===== config.mk =====
export PLATFORM = sky130hd
export DESIGN_NAME = spi_cmd_regfile
export DESIGN_NICKNAME = d
export VERILOG_FILES = /design/src/rtl/spi_cmd_regfile.sv
export SDC_FILE = /design/constraint.sdc
export NUM_CORES = 1
export LEC_CHECK = 0
export CAP_MARGIN = 10
export CORE_MARGIN = 3
export CORE_UTILIZATION = 35
export CTS_CLUSTER_SIZE = 20
export DETAILED_ROUTE_END_ITERATION = 10
export SYNTH_ARGS = -nofsm -noshare
export SYNTH_HDL_FRONTEND = slang
export SYNTH_SLANG_ARGS = --single-unit

===== constraint.sdc =====
create_clock -name clk -period 5.3 [get_ports clk]
set_input_delay 0.795 -clock clk [delete_from_list [all_inputs] [get_ports clk]]
set_output_delay 0.795 -clock clk [all_outputs]
set_load 0.01 [all_outputs]

===== src/rtl/spi_cmd_regfile.sv =====
// SPI command decoder and register file; one response byte per accepted rx byte, 1-cycle latency.
// No backpressure: every rx_valid seen while frame_active is high is consumed immediately.
module spi_cmd_regfile #(
  parameter int         NREGS   = 8,
  parameter int         ADDR_W  = $clog2(NREGS),
  parameter logic [7:0] ID_BYTE = 8'hA5
) (
  input  logic                clk,
  input  logic                rst_n,
  input  logic                frame_active,
  input  logic                rx_valid,
  input  logic [7:0]          rx_byte,
  output logic                tx_valid,
  output logic [7:0]          tx_byte,
  output logic [NREGS*8-1:0]  reg_out,
  output logic                wr_strobe,
  output logic [ADDR_W-1:0]   wr_addr,
  output logic                err_sticky
);

  typedef enum logic [2:0] {
    IDLE  = 3'd0,
    ADDR  = 3'd1,
    WDATA = 3'd2,
    RDATA = 3'd3,
    ID    = 3'd4,
    STAT  = 3'd5,
    SKIP  = 3'd6
  } state_t;

  state_t              r_state;
  state_t              w_next_state;
  logic [ADDR_W-1:0]   r_addr;
  logic [ADDR_W-1:0]   w_next_addr;
  logic                r_is_write;
  logic                w_next_is_write;
  logic [7:0]          r_regs [NREGS];
  logic [3:0]          r_wr_count;
  logic                r_tx_valid;
  logic [7:0]          r_tx_byte;
  logic                r_wr_strobe;
  logic [ADDR_W-1:0]   r_wr_addr;
  logic                r_err;
  logic                w_accept;
  logic                w_wr_en;
  logic                w_err_set;
  logic                w_err_clr;
  logic [7:0]          w_tx_byte;

  function automatic logic [ADDR_W-1:0] addr_inc(input logic [ADDR_W-1:0] a);
    return (a == ADDR_W'(NREGS - 1)) ? '0 : a + ADDR_W'(1);
  endfunction

  assign w_accept = frame_active & rx_valid;

  always_ff @(posedge clk or negedge rst_n) begin
    if (!rst_n) begin
      r_state <= IDLE;
    end else begin
      r_state <= w_next_state;
    end
  end

  // Response byte is computed from the post-update address so READ data tracks auto-increment.
  always_comb begin
    w_next_state    = r_state;
    w_next_addr     = r_addr;
    w_next_is_write = r_is_write;
    w_wr_en         = 1'b0;
    w_err_set       = 1'b0;
    w_err_clr       = 1'b0;
    w_tx_byte       = 8'h00;
    if (!frame_active) begin
      w_next_state = IDLE;
    end else if (rx_valid) begin
      case (r_state)
        IDLE: begin
          case (rx_byte)
            8'h02: begin w_next_state = ADDR; w_next_is_write = 1'b1; end
            8'h03: begin w_next_state = ADDR; w_next_is_write = 1'b0; end
            8'h9F: w_next_state = ID;
            8'h05: w_next_state = STAT;
            default: begin w_next_state = SKIP; w_err_set = 1'b1; end
          endcase
        end
        ADDR: begin
          if (rx_byte < 8'(NREGS)) begin
            w_next_addr = rx_byte[ADDR_W-1:0];
            if (r_is_write) begin
              w_next_state = WDATA;
            end else begin
              w_next_state = RDATA;
              w_tx_byte    = r_regs[rx_byte[ADDR_W-1:0]];
            end
          end else begin
            w_next_state = SKIP;
            w_err_set    = 1'b1;
          end
        end
        WDATA: begin
          w_wr_en     = 1'b1;
          w_next_addr = addr_inc(r_addr);
        end
        RDATA: begin
          w_next_addr = addr_inc(r_addr);
          w_tx_byte   = r_regs[addr_inc(r_addr)];
        end
        ID:   w_tx_byte = ID_BYTE;
        STAT: begin
          w_tx_byte = {r_err, 3'b000, r_wr_count};
          w_err_clr = 1'b1;
        end
        default: w_tx_byte = 8'h00;
      endcase
    end
  end

  always_ff @(posedge clk or negedge rst_n) begin
    if (!rst_n) begin
      r_addr      <= '0;
      r_is_write  <= 1'b0;
      r_wr_count  <= 4'd0;
      r_tx_valid  <= 1'b0;
      r_tx_byte   <= 8'h00;
      r_wr_strobe <= 1'b0;
      r_wr_addr   <= '0;
      r_err       <= 1'b0;
      for (int i = 0; i < NREGS; i++) r_regs[i] <= 8'h00;
    end else begin
      r_addr      <= w_next_addr;
      r_is_write  <= w_next_is_write;
      r_tx_valid  <= w_accept;
      r_wr_strobe <= w_wr_en;
      if (w_accept) r_tx_byte <= w_tx_byte;
      if (w_wr_en) begin
        r_regs[r_addr] <= rx_byte;
        r_wr_addr      <= r_addr;
        r_wr_count     <= r_wr_count + 4'd1;
      end
      // A new error in the same cycle as a status read keeps the flag set.
      if (w_err_set)      r_err <= 1'b1;
      else if (w_err_clr) r_err <= 1'b0;
    end
  end

  always_comb begin
    reg_out = '0;
    for (int i = 0; i < NREGS; i++) reg_out[8*i +: 8] = r_regs[i];
  end

  assign tx_valid   = r_tx_valid;
  assign tx_byte    = r_tx_byte;
  assign wr_strobe  = r_wr_strobe;
  assign wr_addr    = r_wr_addr;
  assign err_sticky = r_err;

endmodule


==> out/qor.txt <==
Arr. time, crit path = 3200 ps
outcome = completed
VDD IR max = 0.305 mV
endpoints failing hold = 0
final setup vio count = 0
placed instance area = 6120 um2
Syn Nets = 462
Leakage = 0.00277 uW
total power = 3490 uW
CTS Sinks = 89
Die Ht = 127 um
Final Wtd Congestion = 0.865
synthesized instance count = 447
TritonRoute pass-1 iters = 5
Crit Path Class = in -> reg
Fillers = 1253
Post-Synth Adder-Cell Area = 0.736%
post-synthesis simple-gate area fraction = 14.1%
num rows = 43
GR Overflow Total = 0
post-route ant nets = 0
Top FF cell, synth = dfrtp_1
Hold Path Class = in -> async
Tcrit/Tclk final = 56.0%
PortBufs = 89
mux cell area share after synthesis = 26.4%
final worst setup slack = 2330 ps
Top Family by Delay on Critical Path = simple AND/OR/NAND/NOR gates
CTS buffer count = 9
I/O pins = 90
initial antenna violation count = 0
Initial DRC Count = 330
dpl ws = 1900 ps
CP Launch Type = input port
Vias = 3999
die area = 16100 um2
Buffers & Inverters on Critical Path = 2
clk_skew = 3.42 ps
die width = 127 um
total wire length = 15.2 mm
NumNets Final = 535
first-pass GRT wire length = 23.8 mm
Synth cell types = 57
initial core utilization = 36.3%
Slew HR = 34.7%
synthesized area per cell = 11.4 um2
vias in the first global route = 3956
Min Hold Slack = 454 ps
Root Buffer = clkbuf_16
min cycle time layout = 2970 ps
critical path capture point type = flop
area growth from synthesis to layout = 27.3%
Finished Cell Area = 6490 um2
Critical Path Slowest Stage Cell = nor4b_4
critical path's largest stage delay = 870 ps
postcts setup bufs = 0
fraction of final layout cells with drive strength greater than 1 = 24.8%
gr usage total = 19.2%
pwr dens = 537 nW/um2
drt via density = 5.67
H-tree depth = 3
Yosys Warn Count = 0
maximum clock rate = 337 MHz
total of max-cap violations = 0
clock transition at the registers of the reported paths = 60 ps
CTS Hold Bufs = 0
core area = 14000 um2
ANT cells = 0
CTS max path bufs = 2
Synth Register Bits = 89
largest net degree at the start of global routing = 57
EDFF count, synth = 0
Compound-Gate Fraction of Synth Area = 10.9%
max-slew violation count = 0
post_cts resized = 0
setup tns final = 0 ps
CTS tree = yes
Residual DRC = 0
post-synthesis sequential area ratio = 43.7%
Critical Path Fanout Max = 18
clock latency on the worst-skew pair = 350 ps
wire per inst = 21.5 um
DP HPWL = 10.4 mm
asr flop ratio synth = 100%
Slew @ Worst Pin = 976 ps
RSZ-0062 raised after global routing = no
CP Cell Sequence = clkdlybuf4s50_1, nand2_4, inv_2, nand3_4, nor4b_4, mux2_2
XOR/XNOR share of the synthesized area = 0.515%
largest family of logic cells by synthesized area = multiplexers
Syn Std Cell Area = 5100 um2
CP required = 5530 ps
==> worst reg2reg max path: cells and delay by family (launching register included) <==
family	cells	cell delay, ps
AND/OR/NAND/NOR	1	800
flip-flops	1	560
adder cells (fa/ha/maj)	1	780
AO/OA/AOI/OAI	3	560
==> cells by family after synthesis <==
family	count (synthesis)
DFF	89
xor gates and xnor gates	3
buffers and inverters	48
adders and majority gates	3
AOI/OAI and AO/OA	83
muxes	109
and+or+nand+nor	112
==> synthesized netlist by cell type (all sizes together) (3+ instances only) <==
master / count / area share (%)
xnor2: 3 / 0.52
clkbuf: 26 / 1.9
nor4: 5 / 1.2
buf: 8 / 0.81
a211oi: 4 / 0.59
mux4: 13 / 5.7
a31oi: 3 / 0.37
a22oi: 3 / 0.44
o21bai: 5 / 0.74
a21oi: 15 / 1.5
nand3: 4 / 0.74
nand4: 4 / 0.61
a32oi: 5 / 0.86
o21ai: 21 / 2.1
nand2: 35 / 2.7
dfrtp: 89 / 44
inv: 14 / 1.0
o211ai: 4 / 0.59
mux2: 73 / 16
ha: 3 / 0.74
nor2: 8 / 0.59
nor3: 18 / 1.9
nor2b: 12 / 1.5
o31ai: 8 / 1.2
or3b: 4 / 0.69
mux2i: 23 / 4.5
nand4b: 3 / 0.93
nand2b: 6 / 0.74
or3: 4 / 0.49
==> flip-flops by register name, indices dropped and copies added, names as in the netlist <==
signal	cells
err_sticky	1
r_addr	3
r_is_write	1
r_state	3
r_wr_count	4
reg_out	64
tx_byte	8
tx_valid	1
wr_addr	3
wr_strobe	1
==> through the flow <==
step / util, % / instances
4_1_cts: 46.0 / 704
2_1_floorplan: - / 447
5_1_grt: 46.2 / 705
3_5_place_dp: 43.6 / 688
6_report: 46.2 / 705
3_3_place_gp: 43.6 / 688
==> final cells by class <==
class,count,area [um2],share of cell area (%)
Multi-Input combinational cell,310,2680,41.3
Sequential cell,89,2230,34.3
Timing Repair Buffer,96,961,14.8
Clock buffer,10,239,3.68
Tap cell,180,225,3.47
Clock inverter,6,105,1.62
Inverter,14,52.6,0.809
==> final timing paths <==
| check | startpoint | slack [ps] | cells after the start | endpoint |
|---|---|---|---|---|
| setup / recovery | frame_active | 2330 | 6 | reg_out[32]$_DFFE_PN0P_ |
| hold / removal | rst_n | 450 | 1 | reg_out[40]$_DFFE_PN0P_ |
| setup reg to reg | r_addr[1]$_DFFE_PN0P_ | 2490 | 5 | tx_byte[3]$_DFFE_PN0P_ |
| hold reg to reg | r_wr_count[3]$_DFFE_PN0P_ | 480 | 1 | r_wr_count[3]$_DFFE_PN0P_ |
| max in group asynchronous | rst_n | 3790 | 2 | r_addr[0]$_DFFE_PN0P_ |
| min in group clk | r_wr_count[3]$_DFFE_PN0P_ | 480 | 1 | r_wr_count[3]$_DFFE_PN0P_ |
==> layout by cell type (no fill, tap or decap), types with 5 or more instances in the layout <==
| cell type | instances |
|---|---|
| clkbuf_16 | 9 |
| a32oi_1 | 5 |
| buf_4 | 7 |
| nand2_1 | 34 |
| o21ai_0 | 21 |
| o31ai_1 | 8 |
| nor3_1 | 17 |
| mux2_2 | 73 |
| nor2_1 | 8 |
| a21oi_1 | 15 |
| nor2b_1 | 12 |
| clkdlybuf4s50_1 | 88 |
| mux4_2 | 13 |
| o21bai_1 | 5 |
| inv_1 | 12 |
| nand2b_1 | 6 |
| mux2i_1 | 23 |
| dfrtp_1 | 88 |
==> routing by layer <==
metal | track usage, % | up-vias | part of all wire [%]
li1 | - | 1823 | -
met1 | 26.6 | 2006 | 45
met2 | 30.9 | 151 | 48
met3 | 2.95 | 19 | 5.3
met4 | 6.18 | 0 | 1.6
met5 | 0 | - | 0
==> power by group <==
group / internal, uW / switching [uW]
registers: 903 / 301
logic: 828 / 718
clock network: 471 / 269
total: 2200 / 1290
Note: power is estimated with default switching activity, not from simulation.
